### src/rtl/vending_fsm_param.sv
// ---------------------------------------------------------------------------
// vending_fsm_param
//
// A parametrised coin-operated vending controller. Coins of up to four
// denominations are added to a running credit. When the credit reaches PRICE
// the item is dispensed and any excess is returned as change. A cancel request
// returns the whole credit. The state is exported as a 2-bit output_code that
// keeps the legacy encoding (00 IDLE, 01 COLLECT, 10 VEND, 11 REFUND).
//
// Ports
//   clk           in   rising-edge clock
//   reset         in   asynchronous, active-low reset
//   coin_valid    in   a coin is offered this cycle
//   coin_code     in   [1:0] denomination select (VAL0..VAL3)
//   cancel        in   request a refund of the current credit
//   vend          out  one-cycle pulse, item dispensed
//   change_valid  out  one-cycle pulse, change_amount carries a value
//   change_amount out  [CREDIT_W-1:0] change or refund, 0 when change_valid=0
//   credit        out  [CREDIT_W-1:0] accumulated credit
//   coin_reject   out  one-cycle pulse, the offered coin was returned
//   output_code   out  [1:0] current state
//
// All outputs come straight from flops.
// ---------------------------------------------------------------------------
module vending_fsm_param #(
  parameter int CREDIT_W = 7,
  parameter int PRICE    = 15,
  parameter int VAL0     = 5,
  parameter int VAL1     = 10,
  parameter int VAL2     = 25,
  parameter int VAL3     = 50
) (
  input  logic                clk,
  input  logic                reset,
  input  logic                coin_valid,
  input  logic [1:0]          coin_code,
  input  logic                cancel,
  output logic                vend,
  output logic                change_valid,
  output logic [CREDIT_W-1:0] change_amount,
  output logic [CREDIT_W-1:0] credit,
  output logic                coin_reject,
  output logic [1:0]          output_code
);

  // The encoding doubles as the external output_code, so the state register
  // can drive that port directly.
  typedef enum logic [1:0] {
    ST_IDLE    = 2'b00,
    ST_COLLECT = 2'b01,
    ST_VEND    = 2'b10,
    ST_REFUND  = 2'b11
  } state_t;

  localparam logic [CREDIT_W-1:0] PRICE_C = CREDIT_W'(PRICE);
  localparam logic [CREDIT_W-1:0] VAL0_C  = CREDIT_W'(VAL0);
  localparam logic [CREDIT_W-1:0] VAL1_C  = CREDIT_W'(VAL1);
  localparam logic [CREDIT_W-1:0] VAL2_C  = CREDIT_W'(VAL2);
  localparam logic [CREDIT_W-1:0] VAL3_C  = CREDIT_W'(VAL3);

  state_t              state;
  state_t              state_next;
  logic [CREDIT_W-1:0] credit_next;
  logic [CREDIT_W-1:0] coin_value;
  logic [CREDIT_W-1:0] sum;

  logic                vend_next;
  logic                change_valid_next;
  logic [CREDIT_W-1:0] change_amount_next;
  logic                coin_reject_next;

  // Denomination lookup.
  always_comb begin
    // NOTE: every combinational output gets a default before any branch so
    // that no path leaves it unassigned, which would infer a latch.
    coin_value = VAL0_C;
    unique case (coin_code)
      2'b00:   coin_value = VAL0_C;
      2'b01:   coin_value = VAL1_C;
      2'b10:   coin_value = VAL2_C;
      2'b11:   coin_value = VAL3_C;
      default: coin_value = VAL0_C;
    endcase
  end

  // Width is sufficient because CREDIT_W is sized for (PRICE-1)+max(VALn):
  // credit never exceeds PRICE-1 while coins are still being accepted.
  assign sum = credit + coin_value;

  // -------------------------------------------------------------------------
  // Process 1: state and output registers
  // -------------------------------------------------------------------------
  always_ff @(posedge clk or negedge reset) begin
    if (!reset) begin
      state         <= ST_IDLE;
      credit        <= '0;
      vend          <= 1'b0;
      change_valid  <= 1'b0;
      change_amount <= '0;
      coin_reject   <= 1'b0;
    end else begin
      // NOTE: sequential state uses non-blocking assignments so every flop
      // samples pre-edge values regardless of statement order.
      state         <= state_next;
      credit        <= credit_next;
      vend          <= vend_next;
      change_valid  <= change_valid_next;
      change_amount <= change_amount_next;
      coin_reject   <= coin_reject_next;
    end
  end

  assign output_code = state;

  // -------------------------------------------------------------------------
  // Process 2: next state and next credit
  // -------------------------------------------------------------------------
  always_comb begin
    state_next  = state;
    credit_next = credit;
    unique case (state)
      ST_IDLE, ST_COLLECT: begin
        if (cancel) begin
          // Cancel beats a coin. With nothing collected there is nothing to
          // refund, so IDLE stays put.
          if (state == ST_COLLECT) state_next = ST_REFUND;
        end else if (coin_valid) begin
          credit_next = sum;
          state_next  = (sum >= PRICE_C) ? ST_VEND : ST_COLLECT;
        end
      end
      ST_VEND, ST_REFUND: begin
        // Both are single-cycle payout states. The credit was paid out as
        // vend/change on entry, so it clears on exit.
        state_next  = ST_IDLE;
        credit_next = '0;
      end
      default: begin
        state_next  = ST_IDLE;
        credit_next = '0;
      end
    endcase
  end

  // -------------------------------------------------------------------------
  // Process 3: next values of the registered outputs
  // -------------------------------------------------------------------------
  // The pulses are computed from the state being entered, so they line up
  // with output_code on the same edge.
  always_comb begin
    vend_next          = 1'b0;
    change_valid_next  = 1'b0;
    change_amount_next = '0;

    // A coin is returned whenever it is not added. That happens during a
    // payout cycle, or when cancel arrives on the same cycle.
    coin_reject_next = coin_valid &&
                       (cancel || state == ST_VEND || state == ST_REFUND);

    unique case (state_next)
      ST_VEND: begin
        vend_next          = 1'b1;
        change_amount_next = credit_next - PRICE_C;
        change_valid_next  = (credit_next != PRICE_C);
      end
      ST_REFUND: begin
        change_amount_next = credit_next;
        change_valid_next  = 1'b1;
      end
      default: begin
        vend_next          = 1'b0;
        change_valid_next  = 1'b0;
        change_amount_next = '0;
      end
    endcase
  end

endmodule

### config.mk
export PLATFORM = sky130hd
export DESIGN_NAME = vending_fsm_param
export DESIGN_NICKNAME = d
export VERILOG_FILES = /design/src/rtl/vending_fsm_param.sv
export SDC_FILE = /design/constraint.sdc
export NUM_CORES = 1
export LEC_CHECK = 0
export ABC_AREA = 1
export CAP_MARGIN = 20
export CORE_MARGIN = 1.5
export CORE_UTILIZATION = 54
export CTS_BUF_LIST = sky130_fd_sc_hd__clkbuf_2 sky130_fd_sc_hd__clkbuf_4 sky130_fd_sc_hd__clkbuf_8
export DETAILED_ROUTE_END_ITERATION = 10
export PLACE_DENSITY = 0.82
export SLEW_MARGIN = 30
export SYNTH_ARGS = -nofsm -noshare
export SYNTH_HDL_FRONTEND = slang
export SYNTH_SLANG_ARGS = --single-unit
export TNS_END_PERCENT = 1
### constraint.sdc
create_clock -name clk -period 4.75 [get_ports clk]
set_clock_uncertainty 0.2 [all_clocks]
set_input_delay 0.7125 -clock clk [delete_from_list [all_inputs] [get_ports clk]]
set_output_delay 0.7125 -clock clk [all_outputs]
set_load 0.05 [all_outputs]
==> results of run 1 <==
per-layer routing:
metal,track usage (%),wire length (µm)
met3,2.86,58
met1,26.4,1270
met4,12.0,42
met5,0,0
met2,43.1,1490
cells by family after synthesis:
kind of cell | count (synthesis)
AND/OR/NAND/NOR | 111
buffers and inverters | 39
flip-flops | 19
adder cells (fa/ha/maj) | 11
AO/OA/AOI/OAI | 5
XOR/XNOR | 1
through the flow:
stage / hold slack [ns] / setup WS [ns]
after floorplan: 0.217 / 2.00
after global placement: 0.435 / 1.28
after detailed placement: 0.470 / 1.18
after CTS: 0.490 / 1.48
after global routing: 0.514 / 1.22
final: 0.487 / 1.50
registers in the layout, summed over array words and instances (netlist names):
| name | flops |
|---|---|
| vend | 1 |
| credit | 7 |
| change_valid | 1 |
| change_amount | 7 |
| output_code | 2 |
| coin_reject | 1 |
layout make-up:
type                    instances  area [µm²]  share of cell area, %
multi-input cells             128         693                   42.7
flip-flops and latches         19         475                   29.3
repair buffers                 24         240                   14.8
inverters                      39         149                   9.18
well taps                      28        35.0                   2.16
clock buffers                   4        30.0                   1.85
power breakdown:
group          switching, W  internal [W]  total (W)
logic              0.000441      0.000207   0.000648
clock network     0.0000462     0.0000384  0.0000846
registers         0.0000361      0.000211   0.000247
total              0.000523      0.000457   0.000980
synth_stat cells, types with 3 or more instances:
master	n
nor2_1	13
ha_1	10
inv_2	5
nand4_1	5
dfrtp_1	19
nand2_2	6
a21oi_1	3
nor2_2	3
nand2_1	63
inv_1	32
nand3_1	15
worst min path at each step:
stage	to	startpoint	depth (start not counted)	slack, ns
floorplan	change_amount[0]	reset	0	0.22
global placement	output_code[0]	output_code[0]	2	0.44
detailed placement	output_code[0]	output_code[0]	2	0.47
CTS	output_code[0]	output_code[0]	2	0.49
global route	output_code[0]	output_code[0]	2	0.51
finish	output_code[0]	output_code[0]	2	0.49
worst register-to-register path: cells and delay by family (launching register included):
family                   cells  cell delay, ns
adder cells (fa/ha/maj)      3            0.88
AND/OR/NAND/NOR              9            0.69
flip-flops                   1            0.41
buffers and inverters        4            0.27
==> metrics.md, run 1 <==
| Metric | Value |
|---|---|
| Status | finished clean |
| Gr ovfl total | 0 |
| Most frequent cells in the layout | 63 x nand2_1, 32 x inv_1, 24 x clkdlybuf4s50_1 |
| Critical-path cell list | clkdlybuf4s50_1 > inv_1 > ha_1 > fa_1 > inv_1 > nand2_1 > nand3_1 > inv_1 > ha_1 > inv_1 > nor2_2 > nand3_2 > nand3_1 > nand2_1 > inv_1 > nor2_1 > nand2_1 > nand2_1 |
| Iter 0 DRT Violations | 23 |
| Final nets | 232 |
| Fraction of synthesized area in multiplexers | 0% |
| Most common cell after layout, fill and taps aside | nand2_1 |
| Flop2flop setup slack | 2.20 ns |
| Largest net degree at the start of global routing | 20 |
| RSZ-0062 raised after global routing | no |
| Final Critical Period | 3.25 ns |
| Dpl cell area | 1590 µm² |
| Die X | 52.4 µm |
| I/O Pins | 25 |
| Drt drc | 0 |
| Row count | 17 |
| Worst setup EP type | flip-flop |
| Core region area | 2250 µm² |
| First-pass GRT wire length | 4.69 mm |
| All-Layer GR Usage | 23.5% |
| Share of layout cells above drive strength 1 | 11.7% |
| Cell mode on critical path | inv_1 |
| Unique masters post-synth | 23 |
| Avg Vias per Cell | 4.95 |
| Clock sink count | 19 |
| Antenna-violating nets left | 0 |
| CP max FO | 4 |
| Pwr/cell area | 604 nW/µm² |
| Final hold vios | 0 |
| Global placement routability congestion | 0.801 |
| Initial antenna violation count | 0 |
| Postcts setup bufs | 0 |
| Synth Area in XOR/XNOR | 0.665% |
| Slew Limit Fails | 0 |
| Crit path buf inv count | 6 |
| Non-Filler Instances | 242 |
| Seq cells post-synth | 19 |
| Crit path required time | 4.75 ns |
| Cts repair resizes | 0 |
| WP data arrival | 3.25 ns |
| Slew @ Worst Pin | 0.801 ns |
| Async set-reset flop share out of synthesis | 100% |
| Register area share after synthesis | 36.1% |
| Post-CTS Hold Buffers | 0 |
| Post-DP HPWL | 2.34 mm |
| CP endpoint | change_amount[6] |
| Die Ht | 52.4 µm |
| Clock slew at reported path FFs | 0.10 ns |
| Worst R2R End | change_amount[6] |
| Worst vdd ir | 0.000387 V |
| CP delay by family, top | buffers and inverters |
| Final wirelength | 2.87 mm |
| Fin util | 72.0% |
| CP startpoint kind | primary input |
| Vias in the first global route | 1144 |
| Post-synth EDFFs | 0 |
| Root Buffer | clkbuf_4 |
| Period utilisation layout | 68.5% |
| Area grow syn2layout | 23.2% |
| CP max stage delay | 0.56 ns |
| H-Tree Depth | 1 |
| Fin area | 1620 µm² |
| Num CTS Buffers | 3 |
| Post-Synthesis Cells | 186 |
| Post-Synth Adder-Cell Area | 11.0% |
| Most used flip-flop cell after synthesis | dfrtp_1 |
| Drt pass-1 iters | 4 |
| Synth Area in Simple Gates | 38.7% |
| Tot Pwr | 0.000980 W |
| Synth top area share | 36.1% |
| Area leader, netlist | dfrtp_1 |
| Compound-Gate Fraction of Synth Area | 2.18% |
| Worst r2r path cells | 16 |
| Die Area | 2750 µm² |
| Crit path kind | primary input to flip-flop |
| Mapped Nets | 203 |
| Max-slew headroom | 46.4% |
| Max Fclk | 0.307 GHz |
| Synthesized area | 1320 µm² |
| Largest cells by area after synthesis | dfrtp_1 36%, nand2_1 18%, ha_1 9.5% |
| # fillers | 187 |
| Crit path launch | coin_code[0] |
| Setup TNS | 0 ns |
| Synth warnings | 0 |
| CTS tree | yes |
| RR Startpoint | credit[0] |
| Setup Viol. Count Final | 0 |
| Clk_lat worst skew | 0.29 ns |
| N_diodes | 0 |
| Via count | 1197 |
| CP max-delay cell | clkdlybuf4s50_1 |
| Per-cell routed wire length | 11.8 µm |
| Main combinational cell family by area after synthesis | simple AND/OR/NAND/NOR gates |
| Pleak | 0.942 nW |
| Max-cap viol count | 0 |
| Synth Area per Inst | 7.08 µm² |
| Placed Instances | 238 |
| Hold Path Class | flip-flop to flip-flop |
| Initial core utilization | 58.4% |
| PortBufs | 24 |
| Deepest clock path buffer count | 2 |
| WP depth | 18 |
Power figures use the tool's default switching activity.
==> run 2, diff against run 1 <==
- CORE_UTILIZATION: 54 -> 53
- PLACE_DENSITY: 0.82 -> 0.81
- clock period: 4.75 -> 3.2 ns (I/O delays scaled with it)
==> metrics.md, run 2 (synthesis gave the netlist of run 1 again) <==
| Metric | Value |
|---|---|
| Status | finished clean |
| Setup Viol. Count Final | 0 |
| Drt pass-1 iters | 4 |
| Final wirelength | 2.77 mm |
| Gr ovfl total | 0 |
| Share of layout cells above drive strength 1 | 12.1% |
| Drt drc | 0 |
| Root Buffer | clkbuf_4 |
| Worst vdd ir | 0.000559 V |
| I/O Pins | 25 |
| Post-CTS Hold Buffers | 0 |
| N_diodes | 0 |
| Final hold vios | 0 |
| Num CTS Buffers | 3 |
| Max-slew headroom | 47.6% |
| Pwr/cell area | 891 nW/µm² |
| Hold Path Class | primary input to async pin |
| Crit path required time | 3.20 ns |
| Crit path kind | primary input to flip-flop |
| CP max-delay cell | fa_1 |
| H-Tree Depth | 1 |
| Tot Pwr | 0.00145 W |
| Fin util | 71.6% |
| Initial antenna violation count | 0 |
| Max Fclk | 0.343 GHz |
| Fin area | 1630 µm² |
| Most common cell after layout, fill and taps aside | nand2_1 |
| Clock sink count | 19 |
| PortBufs | 24 |
| Period utilisation layout | 91.1% |
| Final Critical Period | 2.91 ns |
| First-pass GRT wire length | 4.80 mm |
| Per-cell routed wire length | 11.4 µm |
| Avg Vias per Cell | 5.05 |
| Post-DP HPWL | 2.26 mm |
| Area grow syn2layout | 23.7% |
| Vias in the first global route | 1153 |
| Max-cap viol count | 0 |
| Die Area | 2790 µm² |
| Dpl ws | -0.0405 ns |
| CP max stage delay | 0.51 ns |
| Postcts setup bufs | 0 |
| Largest net degree at the start of global routing | 20 |
| Final hold slack | 0.428 ns |
| Worst setup EP type | flip-flop |
| Final WS setup | 0.286 ns |
| RSZ-0062 raised after global routing | no |
| Dpl cell area | 1600 µm² |
| Global placement routability congestion | 0.800 |
| Die Ht | 52.9 µm |
| CTS tree | yes |
| Initial core utilization | 57.9% |
| Clock slew at reported path FFs | 0.10 ns |
| Cell mode on critical path | inv_1 |
| Core region area | 2280 µm² |
| Cts repair resizes | 0 |
| Iter 0 DRT Violations | 27 |
| Pleak | 0.947 nW |
| Slew Limit Fails | 0 |
| Die X | 52.9 µm |
| Most frequent cells in the layout | 63 x nand2_1, 32 x inv_1, 24 x clkdlybuf4s50_1 |
| All-Layer GR Usage | 23.6% |
| WP data arrival | 2.92 ns |
| CP startpoint kind | primary input |
| Final nets | 233 |
| Via count | 1228 |
| Row count | 17 |
| Slew @ Worst Pin | 0.784 ns |
| CP max FO | 3 |
| Critical-path cell list | clkdlybuf4s50_1 > inv_1 > ha_1 > fa_1 > inv_1 > nand2_1 > nand3_1 > inv_1 > ha_1 > inv_1 > nor2_2 > nand3_2 > nand3_1 > nand2_1 > inv_1 > nor2_1 > nand2_1 > nand2_1 |
| Antenna-violating nets left | 0 |
| Deepest clock path buffer count | 2 |
| Clk_lat worst skew | 0.30 ns |
==> run 2: cell count changes in the layout (fill, tap and decap cells not counted) <==
cell | before | now
buf_4 | 0 | 1
==> run 2: routing by layer <==
metal | global-route usage [%] | up-vias | wire, µm
met5 | 0 | - | 0
met4 | 8.97 | 0 | 38
met3 | 2.54 | 5 | 93
met2 | 42.3 | 30 | 1390
met1 | 29.0 | 563 | 1250
li1 | - | 630 | -
==> run 2: worst paths after layout <==
path / startpoint / to / slack (ns) / cells after the start
min: reset / change_amount[5] / 0.43 / 1
max reg2reg: credit[0] / change_amount[6] / 0.64 / 16
max in group asynchronous: reset / credit[0] / 1.88 / 1
min in group clk: output_code[0] / output_code[0] / 0.48 / 2
min reg2reg: output_code[0] / output_code[0] / 0.48 / 2
max: coin_code[0] / change_amount[6] / 0.29 / 18
==> run 2: stage by stage <==
step	setup TNS [ns]	cells
final	0	243
after global routing	0	243
after CTS	0	243
after detailed placement	-0.0405	239
after global placement	0	239
after floorplan	0	186
==> run 2: report_power, final <==
| part | internal [W] | leakage (nW) | total, W | switching [W] |
|---|---|---|---|---|
| sequential | 0.000314 | 0.247 | 0.000367 | 0.0000538 |
| clock | 0.0000571 | 0.0184 | 0.000127 | 0.0000695 |
| combinational | 0.000308 | 0.682 | 0.000958 | 0.000650 |
==> run 2: final cells by class <==
cell class	count	area, µm²
Multi-Input combinational cell	128	693
Clock buffer	4	30.0
Sequential cell	19	475
Fill cell	182	646
Tap cell	28	35.0
Timing Repair Buffer	25	248
Inverter	39	149
==> run 2: worst max-delay path: cells and delay by family <==
kind	cells	cell delay, ns
adder cells (fa/ha/maj)	3	0.90
buffers and inverters	6	0.84
AND/OR/NAND/NOR	9	0.73
==> run 3, diff against run 2 <==
- ABC_AREA: 1 -> unset
- CORE_UTILIZATION: 53 -> 54
- PLACE_DENSITY: 0.81 -> 0.82
==> metrics.md, run 3 <==
| Metric | Value |
|---|---|
| Combinational group share of total power | 72.6% |
| Via count | 1351 |
| Setup Viol. Count Final | 0 |
| Deepest clock path buffer count | 2 |
| Drt pass-1 iters | 4 |
| Largest cells by area after synthesis | dfrtp_1 35%, ha_1 9.3%, nand2_1 4.5% |
| Sw Share | 50.0% |
| Cell Int Power | 0.000977 W |
| Max-slew headroom | 66.2% |
| Initial antenna violation count | 0 |
| Post-synth EDFFs | 0 |
| First-pass GRT wire length | 5.95 mm |
| Fin area | 1910 µm² |
| Period utilisation layout | 98.1% |
| I/O Pins | 25 |
| Crit path required time | 3.23 ns |
| Power share of the sequential group | 20.8% |
| Synth Area per Inst | 9.54 µm² |
| Root Buffer | clkbuf_4 |
| Final Critical Period | 3.14 ns |
| Synth top area share | 35.3% |
| Antenna-violating nets left | 0 |
| CTS tree | yes |
| Clk_lat worst skew | 0.30 ns |
| Gr ovfl total | 0 |
| CP max FO | 5 |
| # fillers | 136 |
| Worst setup EP type | flip-flop |
| Fin util | 83.7% |
| Post-DP HPWL | 2.78 mm |
| Slew @ Worst Pin | 0.505 ns |
| Crit path kind | primary input to flip-flop |
| Synth warnings | 0 |
| Share of layout cells above drive strength 1 | 29.4% |
| Clk network pwr share | 6.6% |
| Per-cell routed wire length | 17.1 µm |
| WP data arrival | 3.17 ns |
| Max-cap viol count | 0 |
| Async set-reset flop share out of synthesis | 100% |
| Num CTS Buffers | 3 |
| Pleak | 0.876 nW |
| Avg Vias per Cell | 6.09 |
| Area grow syn2layout | 41.7% |
| Unique masters post-synth | 53 |
| Most common cell in the synthesized netlist | dfrtp_1 |
| Most frequent cells in the layout | 28 x buf_4, 23 x clkdlybuf4s50_1, 19 x dfrtp_1 |
| Largest net degree at the start of global routing | 20 |
| Most used flip-flop cell after synthesis | dfrtp_1 |
| Sw Pwr | 0.000976 W |
| Core region area | 2280 µm² |
| N_diodes | 0 |
| Sequential cell area | 475 µm² |
| Slew Limit Fails | 0 |
| Global placement routability congestion | 0.880 |
| Row count | 17 |
| Clock sink count | 19 |
| Post-Synthesis Cells | 141 |
| Worst vdd ir | 0.000758 V |
| Max Fclk | 0.319 GHz |
| Area leader, netlist | dfrtp_1 |
| Synthesized area | 1350 µm² |
| Mapped Nets | 158 |
| H-Tree Depth | 1 |
| Register area share after synthesis | 35.3% |
| Die X | 52.9 µm |
| Seq cells post-synth | 19 |
| CP startpoint kind | primary input |
| Non-Filler Instances | 222 |
| Final hold slack | 0.427 ns |
| Die Area | 2800 µm² |
| Pwr/cell area | 1030 nW/µm² |
| Multi-input logic area | 887 µm² |
| Final hold vios | 0 |
| Commonest cells in the synthesized netlist | 19 x dfrtp_1, 16 x nand2_1, 10 x ha_1 |
| Dpl cell area | 1790 µm² |
| Drt drc | 0 |
| Final nets | 212 |
| Most common cell after layout, fill and taps aside | buf_4 |
| All-Layer GR Usage | 29.0% |
| Die Ht | 52.9 µm |
| Hold Path Class | primary input to async pin |
| Vias in the first global route | 1355 |
| Placed Instances | 216 |
| Final wirelength | 3.80 mm |
| Status | finished clean |
| Iter 0 DRT Violations | 44 |
| Initial core utilization | 59.1% |
| Clock slew at reported path FFs | 0.10 ns |
| PortBufs | 24 |
-- run 3: cell type report --
class,instances,share of cell area (%)
clock buffers,4,1.58
multi-input cells,112,46.6
flip-flops and latches,19,25.0
inverters,6,1.18
repair buffers,53,23.9
well taps,28,1.84
-- run 3: final timing paths --
path                            slack, ns         start                to  depth (start not counted)
worst min register to register       0.52     credit[2]         credit[2]                          2
worst max-delay path                 0.06  coin_code[0]  change_amount[6]                         10
min in group clk                     0.52     credit[2]         credit[2]                          2
max in group asynchronous            2.08         reset         credit[1]                          2
worst max register to register       0.42     credit[0]  change_amount[6]                          8
worst min-delay path                 0.43         reset  change_amount[0]                          2
-- run 3: routing by layer --
layer | global-route usage, % | part of all wire (%) | wire (µm)
met4 | 16.7 | 2.9 | 111
met1 | 35.7 | 42 | 1600
met5 | 0 | 0 | 0
met2 | 48.8 | 50 | 1880
met3 | 3.67 | 5.3 | 202
-- run 3: repair_timing --
| action | CTS | global route |
|---|---|---|
| hold buffers | 0 | 1 |
| pin swaps | 0 | 4 |
| gates resized for setup | 2 | 12 |
| setup endpoints to repair | 3 | 8 |
| hold endpoints to repair | 0 | 19 |
| buffers inserted | 0 | 1 |
-- run 3: stage by stage --
| stage | power, W | setup slack, ns | TNS, ns |
|---|---|---|---|
| CTS | 0.00184 | 0.0256 | 0 |
| detailed placement | 0.00169 | -0.326 | -2.65 |
| global route | 0.00205 | -0.0223 | -0.0223 |
| finish | 0.00195 | 0.0609 | 0 |
| floorplan | 0.00121 | 0.185 | 0 |
| global placement | 0.00166 | -0.227 | -1.73 |
-- run 3: kinds of logic after synthesis --
logic type / Yosys count / synth area share [%]
flip-flops: 19 / 35.3
multiplexers: 4 / 2.98
AO/OA/AOI/OAI: 35 / 19.0
XOR/XNOR: 3 / 1.95
AND/OR/NAND/NOR: 59 / 25.9
buffers and inverters: 10 / 4.09
adder cells (fa/ha/maj): 11 / 10.8
-- run 3: worst max-delay path, cell delays in order --
cell,delay (ns)
clkdlybuf4s50_1,0.49
inv_1,0.08
ha_1,0.23
ha_2,0.32
a211o_1,0.35
a211o_2,0.34
o211ai_4,0.13
nor3_2,0.10
or4_1,0.51
mux2i_1,0.15
-- run 3: power by group through the flow --
stage | Clock [W] | Combinational (W) | Sequential, W
5_1_grt | 0.000136 | 0.00150 | 0.000416
4_1_cts | 0.000130 | 0.00131 | 0.000398
6_report | 0.000130 | 0.00142 | 0.000406
3_5_place_dp | 0 | 0.00129 | 0.000402
2_1_floorplan | 0 | 0.000518 | 0.000689
3_3_place_gp | 0 | 0.00126 | 0.000397
